===== src/rtl/mod_99_vr_tx.sv =====
// Verify/respond mPacket transmitter: preamble, SMD, zero-filled payload, CRC-32 FCS, then inter-packet gap.
// Outputs are decoded from registered state, so the first preamble octet appears the cycle after the start edge.
module mod_99_vr_tx #(
    parameter int IPG_LEN  = 12,
    parameter int DATA_LEN = 60
) (
    input  logic       clk,
    input  logic       rst_n,
    input  logic       send_v,
    input  logic       send_r,
    input  logic       tx_busy,
    output logic [7:0] txd,
    output logic       tx_en,
    output logic       send_v_clr,
    output logic       send_r_clr,
    output logic       vr_active
);

    localparam int PRE_LEN = 7;
    localparam int FCS_LEN = 4;
    localparam int MAX_A   = (DATA_LEN > IPG_LEN) ? DATA_LEN : IPG_LEN;
    localparam int MAX_LEN = (MAX_A > 8) ? MAX_A : 8;
    localparam int CW      = $clog2(MAX_LEN);

    localparam logic [CW-1:0] PRE_LAST  = CW'(PRE_LEN - 1);
    localparam logic [CW-1:0] DATA_LAST = CW'(DATA_LEN - 1);
    localparam logic [CW-1:0] FCS_LAST  = CW'(FCS_LEN - 1);
    localparam logic [CW-1:0] IPG_LAST  = CW'(IPG_LEN - 1);

    localparam logic [7:0]  PRE_OCTET     = 8'h55;
    localparam logic [7:0]  SMD_VERIFY    = 8'h07;
    localparam logic [7:0]  SMD_RESPOND   = 8'h19;
    localparam logic [7:0]  DATA_OCTET    = 8'h00;
    localparam logic [31:0] CRC_INIT      = 32'hFFFF_FFFF;
    localparam logic [31:0] CRC_POLY_REFL = 32'hEDB8_8320;

    typedef enum logic [2:0] {
        ST_IDLE,
        ST_PREAMBLE,
        ST_SMD,
        ST_DATA,
        ST_FCS,
        ST_IPG
    } state_t;

    state_t        state_reg, state_next;
    logic [CW-1:0] cnt_reg, cnt_next;
    logic [31:0]   crc_reg, crc_next;
    logic          resp_reg, resp_next;
    logic          start_req;
    logic [7:0]    fcs_octet [FCS_LEN];

    // Reflected CRC-32, one octet per cycle, LSB of the octet first.
    function automatic logic [31:0] crc_byte(input logic [31:0] crc_in, input logic [7:0] octet);
        logic [31:0] c;
        c = crc_in;
        for (int i = 0; i < 8; i++) begin
            if (c[0] ^ octet[i]) begin
                c = (c >> 1) ^ CRC_POLY_REFL;
            end else begin
                c = c >> 1;
            end
        end
        return c;
    endfunction

    genvar gi;
    generate
        for (gi = 0; gi < FCS_LEN; gi++) begin : g_fcs
            assign fcs_octet[gi] = ~crc_reg[8*gi +: 8];
        end
    endgenerate

    assign start_req = (send_v | send_r) & ~tx_busy;

    always_ff @(posedge clk or negedge rst_n) begin
        if (!rst_n) begin
            state_reg <= ST_IDLE;
            cnt_reg   <= '0;
            crc_reg   <= CRC_INIT;
            resp_reg  <= 1'b0;
        end else begin
            state_reg <= state_next;
            cnt_reg   <= cnt_next;
            crc_reg   <= crc_next;
            resp_reg  <= resp_next;
        end
    end

    always_comb begin
        state_next = state_reg;
        cnt_next   = cnt_reg;
        crc_next   = crc_reg;
        resp_next  = resp_reg;
        txd        = 8'h00;
        tx_en      = 1'b0;
        send_v_clr = 1'b0;
        send_r_clr = 1'b0;
        vr_active  = (state_reg != ST_IDLE);

        case (state_reg)
            ST_IDLE: begin
                if (start_req) begin
                    state_next = ST_PREAMBLE;
                    cnt_next   = '0;
                    resp_next  = send_r;
                end
            end
            ST_PREAMBLE: begin
                txd   = PRE_OCTET;
                tx_en = 1'b1;
                if (cnt_reg == PRE_LAST) begin
                    state_next = ST_SMD;
                    cnt_next   = '0;
                end else begin
                    cnt_next = cnt_reg + CW'(1);
                end
            end
            ST_SMD: begin
                txd        = resp_reg ? SMD_RESPOND : SMD_VERIFY;
                tx_en      = 1'b1;
                crc_next   = CRC_INIT;
                state_next = ST_DATA;
                cnt_next   = '0;
            end
            ST_DATA: begin
                txd      = DATA_OCTET;
                tx_en    = 1'b1;
                crc_next = crc_byte(crc_reg, DATA_OCTET);
                if (cnt_reg == DATA_LAST) begin
                    state_next = ST_FCS;
                    cnt_next   = '0;
                end else begin
                    cnt_next = cnt_reg + CW'(1);
                end
            end
            ST_FCS: begin
                txd   = fcs_octet[cnt_reg[1:0]];
                tx_en = 1'b1;
                if (cnt_reg == FCS_LAST) begin
                    // Requester drops its flag on this pulse, before the gap begins.
                    send_v_clr = ~resp_reg;
                    send_r_clr = resp_reg;
                    state_next = ST_IPG;
                    cnt_next   = '0;
                end else begin
                    cnt_next = cnt_reg + CW'(1);
                end
            end
            ST_IPG: begin
                if (cnt_reg == IPG_LAST) begin
                    // Leaving the gap doubles as the idle exit, so a pending request loses no cycle.
                    cnt_next = '0;
                    if (start_req) begin
                        state_next = ST_PREAMBLE;
                        resp_next  = send_r;
                    end else begin
                        state_next = ST_IDLE;
                    end
                end else begin
                    cnt_next = cnt_reg + CW'(1);
                end
            end
            default: begin
                state_next = ST_IDLE;
                cnt_next   = '0;
            end
        endcase
    end

endmodule


===== config.mk =====
export PLATFORM = sky130hd
export DESIGN_NAME = mod_99_vr_tx
export DESIGN_NICKNAME = d
export VERILOG_FILES = /design/src/rtl/mod_99_vr_tx.sv
export SDC_FILE = /design/constraint.sdc
export NUM_CORES = 1
export LEC_CHECK = 0
export CORE_MARGIN = 2
export CORE_UTILIZATION = 64
export CTS_CLUSTER_DIAMETER = 120
export CTS_CLUSTER_SIZE = 24
export DETAILED_ROUTE_END_ITERATION = 16
export PLACE_DENSITY = 0.87
export SYNTH_ARGS = -nofsm -noshare
export SYNTH_HDL_FRONTEND = slang
export SYNTH_SLANG_ARGS = --single-unit
export TNS_END_PERCENT = 50

===== constraint.sdc =====
create_clock -name clk -period 5.5 [get_ports clk]
set_input_delay 0.55 -clock clk [delete_from_list [all_inputs] [get_ports clk]]
set_output_delay 0.55 -clock clk [all_outputs]
set_load 0.005 [all_outputs]

==> flow_metrics.tcl <==
set metrics [dict create \
    slowest_stage "nor2b_2" \
    slew_headroom_pct 38.8 \
    syn_area_per_cell_um2 10.8 \
    place_congestion 0.818 \
    synth_nets 264 \
    slew_viol_final 0 \
    synth_largest_area_cell "dfstp_2" \
    ys_types 42 \
    synthArstFlopShare_pct 100 \
    die-width_um 69.8 \
    postLayoutCellArea_mm2 0.00302 \
    grt_pass1_wl_um 9960 \
    setup_viol 0 \
    hpwlAfterDp_um 3990 \
    antenna_found_initial 0 \
    drc 0 \
    finalHoldViolCount 0 \
    grt-ovfl-total 0 \
    worst_slew_pin_slew_ps 916 \
    clock-root-buffer "clkbuf_8" \
    drtAntennaViolNets 0 \
    dr.first_iter.drc_count 99 \
    cpPeakStageDelay_ps 670 \
    cts_tree "built" \
    io_pins 17 \
    clk_path_buf_depth 2 \
    critical_path_arrival_ps 2630 \
    period_minus_slack_ps 3180 \
    nets 266 \
    fp.dieArea_mm2 0.00488 \
    htreeDepth 2 \
    tns_ps 0 \
    critPathMaxFanout 24 \
    grt_max_degree 43 \
    path_cells "nor2b_2 > buf_4 > a21oi_1 > nor2_1 > clkdlybuf4s50_1" \
    wl_per_cell_um 17.9 \
    critPathKind "reg -> out" \
    ys_seq_area_share_pct 39.3 \
    vias 1930 \
    run_status "complete, no violations" \
    hp-class "in -> async" \
    viasPerCell 6.23 \
    diodes 0 \
    cpLargestDelayFamily "buffers and inverters" \
    min_period_over_period_pct 57.7 \
    num_rows 23 \
    die_h_um 69.8 \
    largest_register_ffs 32 \
    clock_latency_ps 310 \
    clock_sinks 42 \
    drive_above_1_share_pct 23.1 \
    fill_cells 272 \
    synthTopCellsByCount "xnor2_1, dfstp_2, o22a_1" \
    clkSlewWorstSetupHoldPaths_ps 90 \
    finalWirelength_um 5560 \
    synthFlopType "dfstp_2" \
    start_util_pct 67.9 \
    start_kind "flip-flop" \
    clock_skew_ps 17.5 \
    cts-hold-fix-buffers 0 \
    grt_pass1_vias 2009 \
    fmax_mhz 315 \
    drv_cap 0 \
    synth_seq_cells 42 \
    placed_area_mm2 0.00290 \
    yosysTopAreaCellShare_pct 30.3 \
    yosysWarningCount 0 \
    critPathBufInv 2 \
    post_cts_buffers 0 \
    synth_edf_count 0 \
    coreArea_mm2 0.00409 \
    synth_most_common_cell "xnor2_1" \
    port_buffers 16 \
    ys_top_cells_by_area "dfstp_2, xnor2_1, dfrtp_1" \
    reg2reg_slack_ps 2790 \
    endpoint_kind "output pin" \
    synthCells 257 \
    critical_path_required_ps 4950 \
    grtUsageTotal_pct 25.9 \
    dr.pass1.iters 4 \
    netlist_area_mm2 0.00277 \
    syn_to_final_growth_pct 8.80 \
    cts_resized 0 \
    cts_buffers 5 \
    rsz0062_at_grt "no" \
]
==> worst reg2reg max path: cells and delay by family (launching register included) <==
family                 cells  cell delay (ps)
AOI/OAI and AO/OA          1              430
DFF                        1              540
buffers and inverters      1              400
and+or+nand+nor            2             1270
==> cell families after synthesis <==
group           Yosys count  share of synthesized area, %
xor+xnor                 67                          22.5
compound gates           56                          15.7
simple gates             56                          10.5
flops                    42                          39.3
buf+inv                  25                          4.01
mux                       9                          7.04
fa+ha+maj                 2                         0.902
==> metrics by stage <==
step | util (%) | setup WS (ps) | hold slack [ps] | std cells
after floorplan | - | 3540 | 254 | 257
after global placement | 71.0 | 2750 | 504 | 302
after detailed placement | 71.0 | 2660 | 516 | 302
after CTS | 73.9 | 2340 | 399 | 310
after global routing | 73.9 | 2100 | 442 | 310
final | 73.9 | 2320 | 356 | 310
==> placed cells by master, fill, tap and decap left out, types with 2 or more instances in the layout <==
master | Yosys | layout
clkdlybuf4s50_1 | 0 | 15
dfrtp_1 | 10 | 10
nand2_1 | 9 | 9
ha_1 | 2 | 2
nor2_1 | 22 | 22
a21o_1 | 2 | 2
xor2_1 | 23 | 23
o22a_1 | 25 | 25
nand3_1 | 5 | 5
xnor2_1 | 39 | 39
a31oi_1 | 6 | 6
inv_1 | 3 | 3
nor4b_1 | 3 | 3
o22ai_1 | 4 | 4
o21ai_0 | 2 | 2
nor2b_1 | 7 | 6
xor2_2 | 4 | 4
dfstp_2 | 32 | 32
clkbuf_8 | 0 | 6
o21bai_1 | 3 | 3
and3_1 | 3 | 3
a21oi_1 | 7 | 7
mux4_2 | 7 | 7
==> final timing paths <==
path,startpoint,to,cells past startpoint
min in group clk,crc_reg[19],crc_reg[19],2
min reg2reg,crc_reg[19],crc_reg[19],2
max in group asynchronous,rst_n,resp_reg,1
min,rst_n,cnt_reg[5],1
max reg2reg,state_reg[1],crc_reg[31],4
max,state_reg[1],txd[1],5
==> metal layers <==
layer | vias to the layer above | share of wire [%] | wire, um | global-route usage (%)
li1 | 905 | - | - | -
met1 | 979 | 46 | 2560 | 37.1
met2 | 37 | 49 | 2730 | 40.6
met3 | 9 | 3.6 | 203 | 4.65
met4 | 0 | 1.3 | 74 | 7.69
met5 | - | 0 | 0 | 0
==> area by class of cell <==
cell class	count	area [um2]	share of cell area, %
sequential	42	1090	36.2
inverter	3	11.3	0.373
timing repair buffer	17	163	5.39
multi-input combinational	190	1570	52.2
clock buffer	7	86.3	2.86
clock inverter	1	30.0	0.995
tap	50	62.6	2.07
Power is left out: the tool's default activity adds up to more than one toggle a clock period on the data nets, which glitch-free logic cannot reach.
